[src/rtl/game_pkg.sv]
// Shared types and constants for the basketball round controller: FSM states,
// per-hoop point values, score saturation value and display value widths.
package game_pkg;

  typedef enum logic [2:0] {
    IDLE   = 3'd0,
    ARM    = 3'd1,
    PLAY   = 3'd2,
    COMMIT = 3'd3,
    DONE   = 3'd4
  } state_t;

  localparam int VAL_W = 8;
  localparam int PTS_W = 9;
  localparam int SCORE_MAX = 99;

  localparam logic [PTS_W-1:0] PTS_HOOP0 = 9'd1;
  localparam logic [PTS_W-1:0] PTS_HOOP1 = 9'd2;
  localparam logic [PTS_W-1:0] PTS_HOOP2 = 9'd3;

endpackage

[src/rtl/hoop_debounce.sv]
// Two-flop synchronizer, stable-sample debouncer and rising-edge pulse for one
// raw board input; the pulse lasts one cycle when a debounced 0->1 is accepted.
module hoop_debounce #(
  parameter int DEB_CYCLES = 50_000
) (
  input  logic clock,
  input  logic reset,
  input  logic raw,
  output logic rise
);

  localparam int CW = (DEB_CYCLES > 1) ? $clog2(DEB_CYCLES) : 1;
  localparam logic [CW-1:0] CNT_LAST = CW'(DEB_CYCLES - 1);

  logic sync_p0;
  logic sync_p1;
  logic stable;
  logic [CW-1:0] cnt;

  always_ff @(posedge clock or posedge reset) begin
    if (reset) begin
      sync_p0 <= 1'b0;
      sync_p1 <= 1'b0;
      stable  <= 1'b0;
      cnt     <= '0;
      rise    <= 1'b0;
    end else begin
      sync_p0 <= raw;
      sync_p1 <= sync_p0;
      rise    <= 1'b0;
      // Count consecutive samples that disagree with the accepted level.
      if (sync_p1 == stable) begin
        cnt <= '0;
      end else if (cnt == CNT_LAST) begin
        stable <= sync_p1;
        cnt    <= '0;
        rise   <= sync_p1;
      end else begin
        cnt <= cnt + 1'b1;
      end
    end
  end

endmodule

[src/rtl/game_round_controller.sv]
// Timed basketball round sequencer: start -> countdown with hoop scoring ->
// single leaderboard write of the final score.
module game_round_controller #(
  parameter int TICK_DIV   = 50_000_000,
  parameter int ROUND_SECS = 30,
  parameter int DEB_CYCLES = 50_000,
  parameter int SCORE_MAX  = game_pkg::SCORE_MAX
) (
  input  logic       clock,
  input  logic       reset,
  input  logic       start,
  input  logic [2:0] hoop_in,
  output logic [7:0] time_left,
  output logic [7:0] score,
  output logic       playing,
  output logic       round_over,
  output logic       tick_1s,
  output logic       lb_wr_en,
  output logic [7:0] lb_score
);
  import game_pkg::*;

  localparam int TW = (TICK_DIV > 1) ? $clog2(TICK_DIV) : 1;
  localparam logic [TW-1:0]    TICK_LAST = TW'(TICK_DIV - 1);
  localparam logic [VAL_W-1:0] SECS      = VAL_W'(ROUND_SECS);
  localparam logic [VAL_W-1:0] CAP       = VAL_W'(SCORE_MAX);

  state_t state;
  state_t state_nx;
  logic start_evt;
  logic [2:0] hoop_evt;
  logic [TW-1:0] tick_cnt;
  logic tick;

  hoop_debounce #(.DEB_CYCLES(1)) u_start (
    .clock(clock), .reset(reset), .raw(start), .rise(start_evt)
  );

  for (genvar i = 0; i < 3; i++) begin : g_hoop
    hoop_debounce #(.DEB_CYCLES(DEB_CYCLES)) u_hoop (
      .clock(clock), .reset(reset), .raw(hoop_in[i]), .rise(hoop_evt[i])
    );
  end

  // Sum is formed one bit wider than the score so the cap test never sees a wrap.
  function automatic logic [VAL_W-1:0] sat_add(input logic [VAL_W-1:0] base,
                                               input logic [2:0] evt);
    logic [PTS_W-1:0] sum;
    sum = {1'b0, base}
        + (evt[0] ? PTS_HOOP0 : '0)
        + (evt[1] ? PTS_HOOP1 : '0)
        + (evt[2] ? PTS_HOOP2 : '0);
    return (sum > {1'b0, CAP}) ? CAP : sum[VAL_W-1:0];
  endfunction

  assign tick = (state == PLAY) && (tick_cnt == TICK_LAST);

  always_ff @(posedge clock or posedge reset) begin
    if (reset) state <= IDLE;
    else       state <= state_nx;
  end

  always_comb begin
    state_nx   = state;
    playing    = 1'b0;
    round_over = 1'b0;
    tick_1s    = 1'b0;
    case (state)
      IDLE:   if (start_evt) state_nx = ARM;
      ARM:    state_nx = PLAY;
      PLAY: begin
        playing = 1'b1;
        tick_1s = tick;
        if (tick && time_left == 8'd1) state_nx = COMMIT;
      end
      COMMIT: state_nx = DONE;
      DONE: begin
        round_over = 1'b1;
        if (start_evt) state_nx = ARM;
      end
      default: state_nx = IDLE;
    endcase
  end

  always_ff @(posedge clock or posedge reset) begin
    if (reset) begin
      score     <= '0;
      time_left <= SECS;
      tick_cnt  <= '0;
      lb_score  <= '0;
      lb_wr_en  <= 1'b0;
    end else begin
      lb_wr_en <= (state == COMMIT);
      case (state)
        ARM: begin
          score     <= '0;
          time_left <= SECS;
          tick_cnt  <= '0;
        end
        PLAY: begin
          score <= sat_add(score, hoop_evt);
          if (tick) begin
            tick_cnt <= '0;
            if (time_left != 8'd0) time_left <= time_left - 8'd1;
          end else begin
            tick_cnt <= tick_cnt + 1'b1;
          end
        end
        COMMIT: lb_score <= score;
        default: ;
      endcase
    end
  end

endmodule

[config.mk]
export PLATFORM = sky130hd
export DESIGN_NAME = game_round_controller
export DESIGN_NICKNAME = d
export VERILOG_FILES = /design/src/rtl/game_pkg.sv /design/src/rtl/hoop_debounce.sv /design/src/rtl/game_round_controller.sv
export SDC_FILE = /design/constraint.sdc
export NUM_CORES = 1
export LEC_CHECK = 0
export CORE_ASPECT_RATIO = 1.1
export CORE_MARGIN = 4
export CORE_UTILIZATION = 39
export CTS_CLUSTER_DIAMETER = 80
export CTS_CLUSTER_SIZE = 12
export DETAILED_ROUTE_END_ITERATION = 12
export PLACE_DENSITY_LB_ADDON = 0.15
export SYNTH_ARGS = -nofsm -noshare
export SYNTH_HDL_FRONTEND = slang
export SYNTH_SLANG_ARGS = --single-unit
[constraint.sdc]
create_clock -name clock -period 8.75 [get_ports clock]
set_input_delay 1.75 -clock clock [delete_from_list [all_inputs] [get_ports clock]]
set_output_delay 1.75 -clock clock [all_outputs]
set_load 0.01 [all_outputs]
==> summary.md, run 1 <==
| Metric | Value |
|---|---|
| Status | `finished clean` |
| Detailed placement HPWL | `8250 um` |
| Most frequent cell after synthesis | `dfrtp_1` |
| Yosys top cell area share | `48.4%` |
| Clk_skew | `0.0117 ns` |
| Placed instance count | `about 800` |
| IO Count | `34` |
| Relative slew slack | `38.1%` |
| Die height | `137 um` |
| Synthesis-to-finish area growth | `18.7%` |
| Crit Path Category | `register to output pin` |
| DP Worst Slack | `4.87 ns` |
| Initial antenna violation count | `0` |
| # hold bufs at CTS | `0` |
| DRT Wirelength | `approximately 12000 um` |
| DR pass1 iterations | `4` |
| Fin crit period | `between 4 and 5 ns` |
| Post-layout nets | `646` |
| Largest net degree at the start of global routing | `75` |
| Syn Std Cell Area | `5890 um^2` |
| Row count | `46` |
| Fmax | `231 MHz` |
| Tightest Hold Check Type | `register to register` |
| Static Leak | `3.02 nW` |
| Via/cell ratio | `5.31` |
| Unrepaired setup endpoints after global routing | `false` |
| Critical Path Start Type | `register` |
| Clock Path Buffers | `2` |
| VDD IR-drop max | `0.150 mV` |
| Layout cells sized above 1 | `9.98%` |
| Tightest Pin Transition | `around 0.93 ns` |
| Non-filler cells in the finished layout | `833` |
| Critical path endpoint category | `output pin` |
| CTS tree | `yes` |
| Syn avg cell area | `9.93 um^2` |
| Via count | `4421` |
| Most used DFF post-synth | `dfrtp_1` |
| Post-cts gate resize count | `0` |
| DR DRC count | `0` |
| Syn Inst Count | `593` |
| Max Slew Vio Count | `0` |
| Critical Path AT | `roughly 2.6 ns` |
| Number of setup buffers added after CTS | `0` |
| # setup viols final | `0` |
| Ys async rst share | `100%` |
| Post-DRT Antenna Nets | `0` |
| Gr ovfl total | `0` |
| CORE AREA | `14600 um^2` |
| Sequential fraction of the synthesis area | `50.2%` |
| Tot Pwr | `1.56 mW` |
| CP Max Fanout | `5` |
| #FFs+latches synth | `118` |
| Die ar. | `17100 um^2` |
| Placer Congestion | `0.819` |
| CTS Root Cell | `clkbuf_16` |
| Top cells by instance count after synthesis | `dfrtp_1 (114), nor2_1 (69), nand2_1 (50), nand3_1 (31), nand4_1 (25)` |
| Final worst path period share | `about half` |
| Post-Syn Nets | `around 610` |
| H-tree depth | `4` |
| Cell Pwr Density | `223 nW/um^2` |
| Ant. Diodes | `0` |
| Setup ws final | `4.43 ns` |
| DR WL/cell | `14.5 um` |
| # port buffers | `33` |
| Final Hold Vio Count | `0` |
| GRT Resource Usage Total | `~15%` |
| Vias in the first global route | `4349` |
| CP required | `7.00 ns` |
| Initial Util | `40.3%` |
| Number of distinct library cells after synthesis | `63` |
| First-pass GRT wire length | `21200 um` |
| Clock buffer count from CTS | `17` |
| Clock transition at path regs | `0.06 ns` |
| Clk sink count | `118` |
| Iter 0 DRT Violations | `about 260` |
| Clock Latency Late Sink | `0.42 ns` |
| Total Negative Setup Slacks | `0 ns` |
| Biggest area consumer among synthesized cells | `dfrtp_1` |
| Top cells by area, synth | `dfrtp_1 (48%), nor2_1 (4.4%), xor2_1 (3.6%)` |
| Die Wd | `125 um` |
| Ys Warns | `0` |
| Max-Cap Viols | `0` |
| Post-synth EDFFs | `0` |
-- worst paths after layout --
| check | startpoint | end | slack (ns) | depth (start not counted) |
|---|---|---|---|---|
| max in group asynchronous | reset | u_start.sync_p1 | 5.67 | 3 |
| worst min register to register | g_hoop[0].u_hoop.sync_p0 | g_hoop[0].u_hoop.sync_p1 | 0.35 | 0 |
| min in group asynchronous | reset | g_hoop[0].u_hoop.cnt[7] | 1.73 | 2 |
| worst min-delay path | g_hoop[0].u_hoop.sync_p0 | g_hoop[0].u_hoop.sync_p1 | 0.35 | 0 |
| worst max-delay path | tick_cnt[0] | tick_1s | 4.43 | 5 |
| worst max register to register | score[1] | score[0] | 5.48 | 10 |
-- layout make-up --
cell class / instances / area [um^2]
Inverter: 26 / 106
Tap cell: 192 / 240
Clock buffer: 17 / 425
Multi-Input combinational cell: 429 / 2750
Clock inverter: 15 / 158
Fill cell: 1396 / 7630
Timing Repair Buffer: 36 / 353
Sequential cell: 118 / 2960
-- sequential cells by signal, summed over array words and instances, names as in the netlist, 8 cells and up --
register and cells:
g_hoop.u_hoop.cnt 48, lb_score 8, score 8, tick_cnt 26
time_left 8
-- routing by layer --
layer  share of wire, %  wire length (um)  track usage, %
met4                1.3               156            6.45
met1                 47              5660            19.3
met5                  0                 0               0
met3                3.9               473            4.14
met2                 48              5760            24.5
-- power by group --
| part | switching (mW) | leakage, nW | internal, mW | total [mW] |
|---|---|---|---|---|
| sequential | 0.0307 | 1.60 | 0.578 | 0.609 |
| combinational | 0.183 | 1.14 | 0.0950 | 0.278 |
| clock | 0.255 | 0.275 | 0.419 | 0.674 |
| total | 0.468 | 3.02 | 1.09 | 1.56 |
-- kinds of logic after synthesis --
kind of cell	Yosys count	synth area share, %
XOR/XNOR	45	6.69
flip-flops	118	50.2
adder cells (fa/ha/maj)	12	2.93
buffers and inverters	46	3.12
multiplexers	18	3.25
AND/OR/NAND/NOR	272	24.5
AO/OA/AOI/OAI	82	9.27
-- worst max-delay path, cell delays in order, from the launching register on --
cell             delay (ns)
dfrtp_1                0.41
ha_1                   0.24
nand3_1                0.21
nor4_2                 0.53
and3_1                 0.24
clkdlybuf4s50_1        0.53
-- per-stage QoR --
stage | util, % | hold WS [ns] | cell area, um^2
after floorplan | - | 0.331 | 5890
after global placement | 43.8 | 0.332 | 6400
after detailed placement | 43.8 | 0.336 | 6400
after CTS | 47.8 | 0.349 | 6990
after global routing | 47.8 | 0.356 | 6990
final | 47.8 | 0.345 | 6990
-- placed cells by master, fill, tap and decap left out, drive strengths merged, types with 4 or more instances in the layout --
cell type / Yosys / layout
o31a: 4 / 4
o21ai: 18 / 18
a41oi: 4 / 4
a22o: 6 / 6
dfstp: 4 / 4
clkbuf: 16 / 17
and3: 18 / 18
a21o: 8 / 8
or4: 5 / 5
nand3: 31 / 31
nor3: 13 / 13
and4: 6 / 6
inv: 24 / 25
nor4: 11 / 11
mux2: 9 / 9
xor2: 24 / 24
xnor2: 21 / 21
clkinv: 2 / 10
or3: 6 / 6
and2: 12 / 12
mux2i: 9 / 9
clkdlybuf4s50: 0 / 33
clkinvlp: 0 / 4
dfrtp: 114 / 114
nand2: 51 / 51
ha: 9 / 9
a21oi: 19 / 19
nor2: 70 / 70
nand4: 25 / 25
a31oi: 5 / 5
nor3b: 7 / 7
nand2b: 5 / 5
Power figures use the tool's default switching activity.
==> run 2, diff against run 1 <==
==> constraint.sdc (replaced) <==
create_clock -name clock -period 3.6 [get_ports clock]
set_input_delay 0.72 -clock clock [delete_from_list [all_inputs] [get_ports clock]]
set_output_delay 0.72 -clock clock [all_outputs]
set_load 0.01 [all_outputs]
==> run 2 against run 1 <==
Compared with the run above: cell count up 0.48%; count of clock-buffer cells in the layout is the same; first-iteration DRC count is 3.4% higher; design area grew 0.79%; wire length grew 5.1%; via count rose by 2.6%; non-clock buffer count is 4 higher; critical path depth did not move; critical path type unchanged; critical endpoint unchanged; register-to-register slack worse by 5.0 ns; global-route usage is 0.83 points higher.
==> summary.md, run 2 (synthesis results as in run 1) <==
| Metric | Value |
|---|---|
| Vias in the first global route | `4549 (was 4349)` |
| CORE AREA | `14600 um^2 (unchanged)` |
| CP required | `2.88 ns (was 7.00 ns)` |
| Post-layout nets | `650 (was 646)` |
| Initial antenna violation count | `0 (unchanged)` |
| Crit Path Category | `register to output pin (unchanged)` |
| Cell Pwr Density | `552 nW/um^2 (was 223 nW/um^2)` |
| Initial Util | `40.3% (unchanged)` |
| Largest delay share family, worst path | `simple AND/OR/NAND/NOR gates (unchanged)` |
| Clk sink count | `118 (unchanged)` |
| # port buffers | `33 (unchanged)` |
| Synthesis-to-finish area growth | `19.6% (was 18.7%)` |
| Critical Path Max Stage Delay | `0.53 ns (about the same)` |
| Status | `finished clean (unchanged)` |
| Critical Path AT | `2.55 ns (was 2.57 ns)` |
| IO Count | `34 (unchanged)` |
| DR pass1 iterations | `5 (was 4)` |
| Layout cells sized above 1 | `10.5% (was 9.98%)` |
| Most frequent cells in the layout | `dfrtp_1 (114), nor2_1 (69), nand2_1 (50), clkdlybuf4s50_1 (33), nand3_1 (31) (unchanged)` |
| GRT Resource Usage Total | `16.0% (was 15.2%)` |
| Clock Latency Late Sink | `0.42 ns (about the same)` |
| Ant. Diodes | `0 (unchanged)` |
| Fmax | `slightly above 300 MHz` |
| Via count | `4537 (was 4421)` |
| Non-filler cells in the finished layout | `837 (was 833)` |
| First-pass GRT wire length | `22000 um (was 21200 um)` |
| Tightest Pin Transition | `0.868 ns (was 0.929 ns)` |
| Fill cells | `1360 (was 1396)` |
| Clk_skew | `0.0168 ns (was 0.0117 ns)` |
| Critical Path Start Type | `register (unchanged)` |
| DRT Wirelength | `12700 um (was 12100 um)` |
| Relative slew slack | `41.7% (was 38.1%)` |
| Tot Pwr | `3.89 mW (was 1.56 mW)` |
| CTS tree | `yes (unchanged)` |
| Row count | `46 (unchanged)` |
| CP Max Fanout | `5 (unchanged)` |
| Final worst path period share | `90.7%` |
| Tightest Hold Check Type | `register to register (unchanged)` |
| Die height | `137 um (unchanged)` |
| VDD IR-drop max | `0.364 mV (was 0.150 mV)` |
| Post-DRT Antenna Nets | `0 (unchanged)` |
| Die Wd | `125 um (unchanged)` |
| # hold bufs at CTS | `0 (unchanged)` |
| Die ar. | `17100 um^2 (unchanged)` |
| Max-Cap Viols | `0 (unchanged)` |
| CP max-delay cell | `nor4_2 (unchanged)` |
| Placed instance count | `805 (was 801)` |
| Static Leak | `3.04 nW (was 3.02 nW)` |
| Final Hold Vio Count | `0 (unchanged)` |
| Max Slew Vio Count | `0 (unchanged)` |
| Post-cts gate resize count | `0 (unchanged)` |
| Largest registers | `g_hoop.u_hoop.cnt x48, tick_cnt x26 (unchanged)` |
| DR WL/cell | `15.1 um (was 14.5 um)` |
| Setup ws final | `0.334 ns (was 4.43 ns)` |
| Clock buffer count from CTS | `17 (unchanged)` |
| Crit-path cells | `ha_1, nand3_1, nor4_2, and3_1, clkdlybuf4s50_1 (unchanged)` |
| H-tree depth | `4 (unchanged)` |
| Max reg flops | `48 (unchanged)` |
| Total Negative Setup Slacks | `0 ns (unchanged)` |
| Iter 0 DRT Violations | `272 (was 263)` |
| Crit path buf inv count | `1 (unchanged)` |
| DP Worst Slack | `0.513 ns (was 4.87 ns)` |
| DR DRC count | `0 (unchanged)` |
| Commonest non-fill, non-tap cell in the layout | `dfrtp_1 (unchanged)` |
| Largest net degree at the start of global routing | `49 (was 75)` |
| Critical path endpoint category | `output pin (unchanged)` |
| Number of setup buffers added after CTS | `0 (unchanged)` |
| Via/cell ratio | `5.42 (was 5.31)` |
| Unrepaired setup endpoints after global routing | `false (unchanged)` |
| Gr ovfl total | `0 (unchanged)` |
| Clock Path Buffers | `2 (unchanged)` |
| CTS Root Cell | `clkbuf_16 (unchanged)` |
| Detailed placement HPWL | `8720 um (was 8250 um)` |
| # setup viols final | `0 (unchanged)` |
| Fin crit period | `approximately 3.3 ns` |
| Placer Congestion | `0.780 (was 0.819)` |
| Clock transition at path regs | `0.06 ns (about the same)` |
| Largest Register | `g_hoop.u_hoop.cnt (unchanged)` |
==> run 2: metal layers <==
metal | track usage, % | part of all wire, %
met1 | 19.1 | 44
met2 | 27.3 | 51
met3 | 4.68 | 3.6
met4 | 6.33 | 1.4
met5 | 0 | 0
==> run 2: per-stage QoR <==
step                      util [%]  hold slack (ns)  instance area (um^2)
final                         48.2            0.349                  7040
after global routing          48.2            0.353                  7040
after CTS                     48.2            0.350                  7040
after detailed placement      44.1            0.337                  6450
after global placement        44.1            0.334                  6450
after floorplan                  -            0.331                  5890
==> run 2: final cells by class <==
cell class                      instances  area (um^2)  area share, %
Inverter                               26          108           1.53
Sequential cell                       118         2960           42.0
Clock buffer                           17          425           6.04
Multi-Input combinational cell        429         2750           39.0
Tap cell                              192          240           3.41
Clock inverter                         15          169           2.40
Timing Repair Buffer                   40          395           5.61
==> run 2: worst paths after layout <==
path                            cells past startpoint  slack, ns                startpoint                       end
worst max register to register                     10       0.45                  score[1]                  score[1]
worst min-delay path                                0       0.35  g_hoop[0].u_hoop.sync_p0  g_hoop[0].u_hoop.sync_p1
worst min register to register                      0       0.35  g_hoop[0].u_hoop.sync_p0  g_hoop[0].u_hoop.sync_p1
worst max-delay path                                5       0.33               tick_cnt[0]                   tick_1s
max in group asynchronous                           3       2.15                     reset   g_hoop[1].u_hoop.cnt[5]
min in group asynchronous                           2       0.72                     reset              tick_cnt[24]
==> run 2: power breakdown <==
group | switching (mW) | internal (mW) | total [mW]
Clock | 0.658 | 1.04 | 1.69
Combinational | 0.465 | 0.250 | 0.715
Sequential | 0.0749 | 1.40 | 1.48
Total | 1.20 | 2.69 | 3.89
==> run 2: worst reg2reg max path: stages (launching register included) <==
cell       delay (ns)
dfrtp_1          0.36
inv_1            0.08
fa_1             0.53
inv_1            0.04
ha_1             0.24
fa_1             0.51
a2111oi_0        0.41
o211ai_1         0.14
a32oi_1          0.31
nor3_1           0.15
a221o_1          0.28
